File: src/rtl/line_follow_pkg.sv
// rtl/line_follow_pkg.sv - shared state type, default constants and saturation helpers for line_follow_pid
package line_follow_pkg;

  typedef enum logic [1:0] {
    IDLE  = 2'd0,
    TRACK = 2'd1,
    STOP  = 2'd2
  } lf_state_e;

  localparam int DEF_THR      = 350;
  localparam int DEF_ERR_STEP = 3;
  localparam int DEF_KP       = 4;
  localparam int DEF_KI       = 0;
  localparam int DEF_KD       = 3;
  localparam int DEF_I_LIM    = 30;
  localparam int DEF_BASE_PWM = 22;
  localparam int DEF_DUTY_MAX = 255;
  localparam int DEF_LOST_LIM = 200;

  // Largest positive value of a signed word of width w.
  function automatic int smax(input int w);
    return (1 << (w - 1)) - 1;
  endfunction

  function automatic int clamp(input int x, input int lo, input int hi);
    if (x > hi) return hi;
    if (x < lo) return lo;
    return x;
  endfunction

  function automatic int sat_sym(input int x, input int lim);
    return clamp(x, -lim, lim);
  endfunction

endpackage

File: src/rtl/line_follow_pid_if.sv
// rtl/line_follow_pid_if.sv - sensor sample in / motor command out bundle for line_follow_pid
interface line_follow_pid_if #(
  parameter int N_SENS = 3,
  parameter int ADC_W  = 12,
  parameter int OUT_W  = 9
);
  logic                      en;
  logic                      sample_valid;
  logic [N_SENS*ADC_W-1:0]   sens;
  logic signed [OUT_W-1:0]   duty_l;
  logic signed [OUT_W-1:0]   duty_r;
  logic signed [OUT_W-1:0]   delta;
  logic                      out_valid;
  logic                      lost;
  logic                      stopped;
  logic [7:0]                node_cnt;

  modport master (
    output en, sample_valid, sens,
    input  duty_l, duty_r, delta, out_valid, lost, stopped, node_cnt
  );

  modport slave (
    input  en, sample_valid, sens,
    output duty_l, duty_r, delta, out_valid, lost, stopped, node_cnt
  );
endinterface

File: src/rtl/line_pos_enc.sv
// rtl/line_pos_enc.sv - thresholds the sensor words and turns the leftmost/rightmost active channels into a signed error
module line_pos_enc #(
  parameter int N_SENS   = 3,
  parameter int ADC_W    = 12,
  parameter int THR      = 350,
  parameter int ERR_STEP = 3,
  parameter int OUT_W    = 9
) (
  input  logic [N_SENS*ADC_W-1:0] sens_i,
  output logic                    any_o,
  output logic                    all_o,
  output logic signed [OUT_W-1:0] err_o
);
  logic [N_SENS-1:0] act;

  always_comb begin
    int l;
    int r;
    act = '0;
    l   = 0;
    r   = 0;
    for (int i = 0; i < N_SENS; i++) begin
      act[i] = sens_i[i*ADC_W +: ADC_W] > ADC_W'(THR);
    end
    for (int i = N_SENS - 1; i >= 0; i--) begin
      if (act[i]) l = i;
    end
    for (int i = 0; i < N_SENS; i++) begin
      if (act[i]) r = i;
    end
    any_o = |act;
    all_o = &act;
    // A junction reads as centred; a dark sample's error is replaced downstream.
    err_o = '0;
    if (any_o && !all_o) begin
      err_o = OUT_W'((l + r - (N_SENS - 1)) * ERR_STEP);
    end
  end
endmodule

File: src/rtl/line_follow_pid.sv
// rtl/line_follow_pid.sv - 3-stage line-follower PID: encode, error/integral update, delta and duty saturation
module line_follow_pid
  import line_follow_pkg::*;
#(
  parameter int N_SENS   = 3,
  parameter int ADC_W    = 12,
  parameter int THR      = DEF_THR,
  parameter int ERR_STEP = DEF_ERR_STEP,
  parameter int KP       = DEF_KP,
  parameter int KI       = DEF_KI,
  parameter int KD       = DEF_KD,
  parameter int I_LIM    = DEF_I_LIM,
  parameter int BASE_PWM = DEF_BASE_PWM,
  parameter int DUTY_MAX = DEF_DUTY_MAX,
  parameter int OUT_W    = 9,
  parameter int LOST_LIM = DEF_LOST_LIM
) (
  input logic              clk_50,
  input logic              rst_n,
  line_follow_pid_if.slave bus
);
  localparam int CALC_W = OUT_W + 10;
  localparam int CNT_W  = $clog2(LOST_LIM + 1);

  logic                    enc_any, enc_all;
  logic signed [OUT_W-1:0] enc_err;
  logic                    v1_q, any1_q, all1_q;
  logic signed [OUT_W-1:0] err1_q;

  line_pos_enc #(
    .N_SENS(N_SENS), .ADC_W(ADC_W), .THR(THR), .ERR_STEP(ERR_STEP), .OUT_W(OUT_W)
  ) u_enc (
    .sens_i(bus.sens),
    .any_o (enc_any),
    .all_o (enc_all),
    .err_o (enc_err)
  );

  always_ff @(posedge clk_50) begin
    if (!rst_n) begin
      v1_q   <= 1'b0;
      any1_q <= 1'b0;
      all1_q <= 1'b0;
      err1_q <= '0;
    end else begin
      v1_q <= bus.sample_valid && bus.en;
      if (bus.sample_valid) begin
        any1_q <= enc_any;
        all1_q <= enc_all;
        err1_q <= enc_err;
      end
    end
  end

  lf_state_e                state_q, state_d;
  logic                     v2_q, lost2_q, prev_all_q;
  logic signed [OUT_W-1:0]  err_q, err_d, integ_q, integ_d;
  logic signed [CALC_W-1:0] diff_q, diff_d;
  logic [CNT_W-1:0]         cnt_q, cnt_d;
  logic [7:0]               node_q, node_d;

  always_comb begin
    err_d   = any1_q ? err1_q : err_q;
    diff_d  = CALC_W'(err_d) - CALC_W'(err_q);
    integ_d = OUT_W'(clamp(int'(integ_q) + int'(err_d), -I_LIM, I_LIM));
    node_d  = (all1_q && !prev_all_q) ? node_q + 8'd1 : node_q;
    state_d = state_q;
    cnt_d   = cnt_q;
    if (any1_q) begin
      cnt_d   = '0;
      state_d = TRACK;
      if (state_q == STOP) integ_d = '0;
    end else begin
      if (cnt_q != CNT_W'(LOST_LIM)) cnt_d = cnt_q + CNT_W'(1);
      if (cnt_d == CNT_W'(LOST_LIM)) state_d = STOP;
      else if (state_q == IDLE)      state_d = TRACK;
    end
  end

  always_ff @(posedge clk_50) begin
    if (!rst_n) begin
      state_q    <= IDLE;
      v2_q       <= 1'b0;
      lost2_q    <= 1'b0;
      prev_all_q <= 1'b0;
      err_q      <= '0;
      integ_q    <= '0;
      diff_q     <= '0;
      cnt_q      <= '0;
      node_q     <= '0;
    end else if (!bus.en) begin
      // Dropping enable discards the in-flight sample instead of committing it.
      state_q <= IDLE;
      integ_q <= '0;
      v2_q    <= 1'b0;
    end else begin
      v2_q <= v1_q;
      if (v1_q) begin
        state_q    <= state_d;
        err_q      <= err_d;
        diff_q     <= diff_d;
        integ_q    <= integ_d;
        cnt_q      <= cnt_d;
        node_q     <= node_d;
        prev_all_q <= all1_q;
        lost2_q    <= !any1_q;
      end
    end
  end

  logic signed [CALC_W-1:0] pid_sum;
  logic signed [OUT_W-1:0]  delta_d, duty_l_d, duty_r_d;
  logic signed [OUT_W-1:0]  delta_q, duty_l_q, duty_r_q;
  logic                     out_valid_q, lost_q, stopped_q;
  logic [7:0]               node_cnt_q;

  always_comb begin
    pid_sum = CALC_W'(KP) * CALC_W'(err_q) + CALC_W'(KI) * CALC_W'(integ_q) + CALC_W'(KD) * diff_q;
    delta_d  = OUT_W'(sat_sym(int'(pid_sum), smax(OUT_W)));
    duty_l_d = '0;
    duty_r_d = '0;
    if (state_q == TRACK) begin
      duty_l_d = OUT_W'(sat_sym(BASE_PWM - int'(delta_d), DUTY_MAX));
      duty_r_d = OUT_W'(sat_sym(BASE_PWM + int'(delta_d), DUTY_MAX));
    end
  end

  always_ff @(posedge clk_50) begin
    if (!rst_n) begin
      out_valid_q <= 1'b0;
      delta_q     <= '0;
      duty_l_q    <= '0;
      duty_r_q    <= '0;
      lost_q      <= 1'b0;
      stopped_q   <= 1'b0;
      node_cnt_q  <= '0;
    end else begin
      out_valid_q <= v2_q && bus.en;
      if (v2_q && bus.en) begin
        delta_q    <= delta_d;
        duty_l_q   <= duty_l_d;
        duty_r_q   <= duty_r_d;
        lost_q     <= lost2_q;
        stopped_q  <= (state_q == STOP);
        node_cnt_q <= node_q;
      end
    end
  end

  assign bus.out_valid = out_valid_q;
  assign bus.delta     = delta_q;
  assign bus.duty_l    = duty_l_q;
  assign bus.duty_r    = duty_r_q;
  assign bus.lost      = lost_q;
  assign bus.stopped   = stopped_q;
  assign bus.node_cnt  = node_cnt_q;
endmodule

File: src/flat_wrapper.sv
// flat-port wrapper written by rule: the top's interface ports become plain ports
module line_follow_pid_flat import line_follow_pkg::*;
#(
  parameter int N_SENS   = 3,
  parameter int ADC_W    = 12,
  parameter int THR      = DEF_THR,
  parameter int ERR_STEP = DEF_ERR_STEP,
  parameter int KP       = DEF_KP,
  parameter int KI       = DEF_KI,
  parameter int KD       = DEF_KD,
  parameter int I_LIM    = DEF_I_LIM,
  parameter int BASE_PWM = DEF_BASE_PWM,
  parameter int DUTY_MAX = DEF_DUTY_MAX,
  parameter int OUT_W    = 9,
  parameter int LOST_LIM = DEF_LOST_LIM
)
  (clk_50, rst_n, bus_en, bus_sample_valid, bus_sens, bus_duty_l, bus_duty_r, bus_delta, bus_out_valid, bus_lost, bus_stopped, bus_node_cnt);
  line_follow_pid_if #(.N_SENS(N_SENS), .ADC_W(ADC_W), .OUT_W(OUT_W)) bus_i ();
  input logic clk_50;
  input logic rst_n;
  input wire logic [$bits(bus_i.en)-1:0] bus_en;
  input wire logic [$bits(bus_i.sample_valid)-1:0] bus_sample_valid;
  input wire logic [$bits(bus_i.sens)-1:0] bus_sens;
  output wire logic [$bits(bus_i.duty_l)-1:0] bus_duty_l;
  output wire logic [$bits(bus_i.duty_r)-1:0] bus_duty_r;
  output wire logic [$bits(bus_i.delta)-1:0] bus_delta;
  output wire logic [$bits(bus_i.out_valid)-1:0] bus_out_valid;
  output wire logic [$bits(bus_i.lost)-1:0] bus_lost;
  output wire logic [$bits(bus_i.stopped)-1:0] bus_stopped;
  output wire logic [$bits(bus_i.node_cnt)-1:0] bus_node_cnt;
  assign bus_i.en = bus_en;
  assign bus_i.sample_valid = bus_sample_valid;
  assign bus_i.sens = bus_sens;
  assign bus_duty_l = bus_i.duty_l;
  assign bus_duty_r = bus_i.duty_r;
  assign bus_delta = bus_i.delta;
  assign bus_out_valid = bus_i.out_valid;
  assign bus_lost = bus_i.lost;
  assign bus_stopped = bus_i.stopped;
  assign bus_node_cnt = bus_i.node_cnt;
  line_follow_pid #(.N_SENS(N_SENS), .ADC_W(ADC_W), .THR(THR), .ERR_STEP(ERR_STEP), .KP(KP), .KI(KI), .KD(KD), .I_LIM(I_LIM), .BASE_PWM(BASE_PWM), .DUTY_MAX(DUTY_MAX), .OUT_W(OUT_W), .LOST_LIM(LOST_LIM)) u_core (.clk_50(clk_50), .rst_n(rst_n), .bus(bus_i));
endmodule
File: config.mk
export PLATFORM = sky130hd
export DESIGN_NAME = line_follow_pid_flat
export DESIGN_NICKNAME = d
export VERILOG_FILES = /design/src/rtl/line_follow_pkg.sv /design/src/rtl/line_follow_pid_if.sv /design/src/rtl/line_pos_enc.sv /design/src/rtl/line_follow_pid.sv /design/src/flat_wrapper.sv
export SDC_FILE = /design/constraint.sdc
export NUM_CORES = 1
export LEC_CHECK = 0
export ABC_AREA = 1
export CORE_ASPECT_RATIO = 0.6
export CORE_MARGIN = 2
export CORE_UTILIZATION = 58
export CTS_CLUSTER_DIAMETER = 60
export DETAILED_ROUTE_END_ITERATION = 8
export DONT_BUFFER_PORTS = 1
export PLACE_DENSITY = 0.73
export SLEW_MARGIN = 20
export SYNTH_ARGS = -nofsm -noshare
export SYNTH_HDL_FRONTEND = slang
export SYNTH_SLANG_ARGS = --single-unit
export TNS_END_PERCENT = 100
File: constraint.sdc
create_clock -name clk_50 -period 3.9 [get_ports clk_50]
set_input_delay 0.39 -clock clk_50 [delete_from_list [all_inputs] [get_ports clk_50]]
set_output_delay 0.39 -clock clk_50 [all_outputs]
set_load 0.02 [all_outputs]
Word-level counts from Yosys, hierarchy flattened:

Index checks and enable logic that the tools add are counted.

* memories kept: 0
* output and inout port bits: 38
* bits in read-only memories: 0
* input port bits: 40
* register bits: 99
* bits in latches: 0
* logic and storage cells: 97
* memory bits (writable): 0

* multipliers: 2
* bitwise logic cells: 0
* $lt $le $gt $ge: 9
* muxes and demuxes: 40
* reduce and logical (&&, ||, !) cells: 15
* add/sub/neg operators: 8
* shifts and indexed selects: 0
* eq/ne operators: 4
* div/mod/pow operators: 0

Operator list (count)
* 2-to-1 mux 9 bit: 13
* 2-to-1 mux 32 bit: 3
* 2-to-1 mux 8 bit: 6
* greater-than comparator 12 x 9 -> 1 bit (second input constant): 3
* adder 32 bit: 1
* multiplier 32 x 3 -> 9 bit (second input constant): 1
* subtractor 32 x 3 -> 32 bit (second input constant): 1
* greater-than comparator 10 x 9 -> 1 bit (second input constant): 2
* less-than comparator 10 x 9 -> 1 bit (second input constant): 2
* adder 11 x 19 -> 19 bit: 1
* greater-than comparator 19 x 9 -> 1 bit (second input constant): 1
* less-than comparator 19 x 9 -> 1 bit (second input constant): 1
* multiplier 3 x 19 -> 19 bit (first input constant): 1
* adder 8 x 1 -> 8 bit (second input constant): 2
* 2-to-1 mux 1 bit: 14
* adder 6 x 9 -> 10 bit (first input constant): 1
* subtractor 6 x 9 -> 10 bit (first input constant): 1
* subtractor 9 x 9 -> 10 bit: 1
* == test 8 bit (second input constant): 1
* 2-to-1 mux 2 bit: 4
* inequality test 8 bit (second input constant): 1
* AND reduction 2 bit: 3
* AND reduction 3 bit: 2
* logical AND 1 bit: 4
* other kinds (6): 8

Depth between registers and ports, before layout:

* word-level depth: 16
* depth in mapped cells: 33
* depth with buffers taken out: 31

By module:

A second synthesis with hierarchy kept.

* cell total of the unflattened synthesis: 961
* area, all modules: 6384.9 um^2

Modules (own cells, without submodules)
* line_follow_pid: times used 1, cells an instance 829, sequential area each 1801.7 um^2, area each 5662.9 um^2
* line_pos_enc: times used 1, cells an instance 132, sequential area each 0.0 um^2, area each 721.9 um^2

Least setup slack after synthesis:

Ideal clock, no wire load.

* path type: reg2reg
* start: register u_core.diff_q[2]
* end: register u_core.duty_l_q[4] (netlist: u_core.bus.duty_l[4])
* period minus slack after synthesis: 3.984 ns
* cell stages (with the launch flop): 29
* setup time: 0.132 ns
* arrival: 3.852 ns
* buffers on the path: 2
* slack: -0.084 ns
* cells stage by stage: dfxtp_1 ha_1 fa_1 ha_1 fa_1 nand2_1 nand2_1 nand3_2 nand3_1 nand2_1 nand3_1 nor2_1 nand2_1 nand2_2 buf_6 and3_1 buf_2 inv_1 ha_1 nand3_1 nand3_1 nand2_1 nand2_1 nand2_1 nand2_1 nand2_4 nand3_1 nand2_1 a21oi_1

* cells in the longest elaborated chain, start to end: 15
* elaborated cells on any way between the ends: 24

Ends and longest elaborated chain
* from (decl): RTL line line_follow_pid.sv:58 `logic signed [CALC_W-1:0] diff_q, diff_d;`
* from (signal assigned): RTL line line_follow_pid.sv:101 `diff_q <= diff_d;`
* multiplier 3 x 19 -> 19 bit *: RTL line line_follow_pid.sv:118 `pid_sum = CALC_W'(KP) * CALC_W'(err_q) + CALC_W'(KI) * CALC_W'(integ_q) + CALC_W'(KD) * diff_q;`
* adder 11 x 19 -> 19 bit *: RTL line line_follow_pid.sv:118
* greater-than comparator 19 x 9 -> 1 bit / less-than comparator 19 x 9 -> 1 bit (equally long branches): RTL line line_follow_pkg.sv:26, line_follow_pkg.sv:27
* 2-to-1 mux 8 bit / 2-to-1 mux 1 bit (equally long branches): RTL line line_follow_pkg.sv:26, line_follow_pkg.sv:27
* 2-to-1 mux 9 bit / 2-to-1 mux 1 bit (equally long branches): RTL line line_follow_pkg.sv:27 `if (x < lo) return lo;`
* 2-to-1 mux 9 bit: RTL line line_follow_pkg.sv:28 `return x;`
* 2-to-1 mux 9 bit *: RTL line line_follow_pkg.sv:27
* net u_core.delta_d[0]: RTL line line_follow_pid.sv:112 `logic signed [OUT_W-1:0] delta_d, duty_l_d, duty_r_d;`
* subtractor 6 x 9 -> 10 bit *: RTL line line_follow_pid.sv:123 `duty_l_d = OUT_W'(sat_sym(BASE_PWM - int'(delta_d), DUTY_MAX));`
* less-than comparator 10 x 9 -> 1 bit: RTL line line_follow_pkg.sv:27
* 2-to-1 mux 1 bit (2 in series): RTL line line_follow_pkg.sv:27
* 2-to-1 mux 1 bit: RTL line line_follow_pid.sv:122 `if (state_q == TRACK) begin`
* 2-to-1 mux 9 bit: RTL line line_follow_pkg.sv:28
* 2-to-1 mux 9 bit *: RTL line line_follow_pkg.sv:27
* 2-to-1 mux 9 bit *: RTL line line_follow_pid.sv:122
* to (signal assigned): RTL line line_follow_pid.sv:141 `duty_l_q <= duty_l_d;`
* to (decl): RTL line line_follow_pid.sv:113 `logic signed [OUT_W-1:0] delta_q, duty_l_q, duty_r_q;`

Mark *: on every way through the listed nets, which the timed path passes. The rest lies on a longest branch. The select of a mux whose other input is x is not followed.
A chain may end at the register's enable or synchronous reset.

Worst setup path after layout:

* start: register u_core.diff_q[3]
* end: register u_core.duty_l_q[7] (netlist: u_core.bus.duty_l[7])

* cells in the longest elaborated chain, start to end: 15
* elaborated cells on any way between the ends: 24

Ends and longest elaborated chain (RTL line)
* multiplier 3 x 19 -> 19 bit *: line_follow_pid.sv:118
* adder 11 x 19 -> 19 bit *: line_follow_pid.sv:118
* greater-than comparator 19 x 9 -> 1 bit / less-than comparator 19 x 9 -> 1 bit (equally long branches): line_follow_pkg.sv:26, line_follow_pkg.sv:27
* 2-to-1 mux 8 bit / 2-to-1 mux 1 bit (equally long branches): line_follow_pkg.sv:26, line_follow_pkg.sv:27
* 2-to-1 mux 9 bit / 2-to-1 mux 1 bit (equally long branches): line_follow_pkg.sv:27
* 2-to-1 mux 9 bit: line_follow_pkg.sv:28
* 2-to-1 mux 9 bit *: line_follow_pkg.sv:27
* subtractor 6 x 9 -> 10 bit *: line_follow_pid.sv:123
* less-than comparator 10 x 9 -> 1 bit: line_follow_pkg.sv:27
* 2-to-1 mux 1 bit (2 in series): line_follow_pkg.sv:27
* 2-to-1 mux 1 bit: line_follow_pid.sv:122
* 2-to-1 mux 9 bit: line_follow_pkg.sv:28
* 2-to-1 mux 9 bit *: line_follow_pkg.sv:27
* 2-to-1 mux 9 bit *: line_follow_pid.sv:122

Every way passes the cells marked *; elsewhere a longest branch is shown, timed or not. The select of a mux whose other input is x is not followed.

==> impl_metrics.env <==
export IMPL_clk_latency_ns=0.35
export IMPL_switching_power_w=0.00105
export IMPL_drtAntennaViolNets=0
export IMPL_io_buffers=0
export IMPL_post_drt_via_cell_ratio=5.61
export IMPL_dpl_worst_slack_ns=-0.119
export IMPL_synth_edf_count=0
export IMPL_power_frac_comb=0.363
export IMPL_worst_setup_path_end_kind="flop"
export IMPL_start_kind="flop"
export IMPL_async_flop_share=0
export IMPL_setup_tns_final_ns=-2.82
export IMPL_drc_errors=0
export IMPL_clock_sinks=88
export IMPL_min_path_cells=1
export IMPL_synthFlopType="dfxtp_1"
export IMPL_yosysSeqAreaShare=0.293
export IMPL_layout_commonest_cell="nand2_1"
export IMPL_maxSlewHeadroom=0.388
export IMPL_clk_pin_slew_ns=0.07
export IMPL_initialDrtViolationCount=500
export IMPL_r2r_slack_ns=-0.34
export IMPL_hold_class="input port to flop"
export IMPL_nets=1026
export IMPL_hpwl_mm=11.2
export IMPL_crit_type="flop to flop"
export IMPL_grt_pass1_wl_mm=24.9
export IMPL_start_util=0.602
export IMPL_grt_pass1_vias=5275
export IMPL_cts_tree="yes"
export IMPL_core_rowCount=28
export IMPL_vias=6006
export IMPL_hold_violations=0
export IMPL_numCtsBuffers=9
export IMPL_antenna_found_initial=0
export IMPL_place_area_sq_um=6340
export IMPL_pin_count=78
export IMPL_grt_use_total=0.268
export IMPL_synth_cell_area_sq_um=6010
export IMPL_dieArea_sq_um=11200
export IMPL_synth_cells=888
export IMPL_grt_max_degree=49
export IMPL_synth_seq_cells=88
export IMPL_clockPowerShare=0.310
export IMPL_cts_path_max_buffers=2
export IMPL_syn_avg_cell_area_sq_um=6.77
export IMPL_fin_crit_ns=4.24
export IMPL_crit_arrival_ns=4.44
export IMPL_fp_dieW_um=135
export IMPL_syn_to_final_growth_pct=22.0
export IMPL_status="complete, but fails checks"
export IMPL_ir_worst_vdd_uv=356
export IMPL_period_share=1.09
export IMPL_drt_first_pass_iters=5
export IMPL_p_int_w=0.00179
export IMPL_stdcell_area_sq_um=7330
export IMPL_cp_required_ns=4.10
export IMPL_p_sw_frac=0.370
export IMPL_fin_skew_ns=0.00889
export IMPL_rsz0062_at_grt="true"
export IMPL_p_leak_nw=3.56
export IMPL_wirelength_mm=16.9
export IMPL_path_max_fanout=6
export IMPL_max_freq_mhz=236
export IMPL_hold_buffers=0
export IMPL_seqPwrFrac=0.327
export IMPL_cts_root_buf="clkbuf_16"
export IMPL_syn_num_nets=983
export IMPL_violations="setup timing"
export IMPL_ys_types=42
export IMPL_setup_ws_ns=-0.343
export IMPL_reg2reg_depth=25
export IMPL_n_antenna_cell=0
export IMPL_ys_warn_count=0
export IMPL_wl_per_cell_um=15.8
export IMPL_ctsHtreeMaxLevel=3
export IMPL_die_h_um=82.9
export IMPL_maxCapViolCount=0
export IMPL_slew_violations=0
export IMPL_final_cell_mix="nand2_1, inv_1, dfxtp_1"
export IMPL_holdWs_ns=0.125
export IMPL_finalPower_w=0.00284
export IMPL_final_layout_size_suffix_gt1_frac=0.235
export IMPL_gp_congestion=0.957
export IMPL_worst_pin_slew_ns=0.915
export IMPL_setup_violations=17
export IMPL_grt_overflow=0
export IMPL_core_sq_um=9980
export IMPL_power_per_cell_area_nw_per_um2=388
==> worst max-delay path, stage by stage, from the launching register on <==
cell and delay (ns):
dfxtp_4 0.37, ha_4 0.26, inv_2 0.03, fa_1 0.52, inv_2 0.06, fa_2 0.44
buf_6 0.15, nand3_2 0.08, nand3_1 0.11, nand2_1 0.12, nand3_1 0.13, nand3_1 0.11
nor2_1 0.06, nand2_2 0.10, nand2_4 0.10, buf_4 0.17, nand2_2 0.13, nand3_2 0.13
nor2_1 0.33, nand2_4 0.12, inv_4 0.07, nand4_4 0.14, nand2_1 0.13, nand2_1 0.08
nand2_1 0.07, a21oi_1 0.07
==> power groups by stage <==
stage | logic [W] | clock network, W | registers (W)
floorplan | 0.000512 | 0 | 0.000945
global placement | 0.000684 | 0 | 0.000949
detailed placement | 0.000695 | 0 | 0.000950
CTS | 0.000768 | 0.000893 | 0.000929
global route | 0.00111 | 0.000931 | 0.000931
finish | 0.00103 | 0.000881 | 0.000929
==> sequential cells by signal, indices dropped and copies added, names as in the netlist, 2 cells and up <==
register / count
u_core.bus.delta: 9
u_core.bus.duty_l: 9
u_core.bus.duty_r: 9
u_core.bus.node_cnt: 8
u_core.cnt_q: 8
u_core.diff_q: 10
u_core.err1_q: 7
u_core.err_q: 9
u_core.node_q: 8
u_core.state_q: 2
==> final timing paths <==
check	start	end
max	u_core.diff_q[3]$_SDFFE_PN0P_	u_core.bus.duty_l[7]$_SDFFE_PN0P_
min	bus_sample_valid	u_core.any1_q$_SDFFE_PN0P_
max reg2reg	u_core.diff_q[3]$_SDFFE_PN0P_	u_core.bus.duty_l[7]$_SDFFE_PN0P_
min reg2reg	u_core.err1_q[2]$_SDFFE_PN0P_	u_core.err1_q[2]$_SDFFE_PN0P_
==> per-stage QoR <==
stage,util,instances
6_report,0.735,1071
5_1_grt,0.735,1071
4_1_cts,0.682,1055
3_5_place_dp,0.635,1035
3_3_place_gp,0.635,1035
2_1_floorplan,-,888
==> cells in the mapped netlist (3+ instances only) <==
master / instances / area (sq um)
a21oi_1: 69 / 345
a31oi_1: 3 / 18.8
and3_1: 5 / 31.3
buf_2: 3 / 15.0
clkbuf_1: 17 / 63.8
dfxtp_1: 88 / 1760
fa_1: 11 / 220
ha_1: 44 / 551
inv_1: 141 / 529
inv_2: 5 / 18.8
nand2_1: 217 / 815
nand2_2: 13 / 81.3
nand2_4: 6 / 67.6
nand3_1: 50 / 250
nand3_2: 7 / 70.1
nand4_1: 12 / 75.1
nor2_1: 76 / 285
nor3_1: 10 / 50.1
o211ai_1: 9 / 67.6
o21ai_0: 53 / 265
or2_2: 6 / 37.5
xnor2_1: 6 / 52.6
xor2_1: 12 / 105
==> area by class of cell <==
class / count / area (sq um)
Multi-Input combinational cell: 626 / 4060
Fill cell: 739 / 2650
Sequential cell: 88 / 1780
Inverter: 149 / 573
Timing Repair Buffer: 57 / 447
Clock buffer: 9 / 225
Tap cell: 135 / 169
Clock inverter: 7 / 81.3
==> layer usage <==
layer  part of all wire  up-vias  wire [um]  global-route usage
met5                  0        -          0                   0
met4              0.024        0        410              0.0473
met3              0.081       49       1380              0.0556
met2               0.45      302       7690               0.430
met1               0.44     2742       7470               0.379
li1                   -     2913          -                   -
==> cell families (layout without fill, tap and decap cells) <==
family	count (synthesis)	after routing	synth area share
DFF	88	88	0.293
adders and majority gates	55	55	0.128
xor gates and xnor gates	18	18	0.0262
buffers and inverters	174	222	0.114
and+or+nand+nor	412	412	0.311
AOI/OAI and AO/OA	141	141	0.127
==> what timing repair did <==
action,CTS,global route
resized for setup,40,101
pin swaps,14,52
buffers inserted,4,17
setup endpoints to repair,16,18
Note: power is estimated with default switching activity, not from simulation.
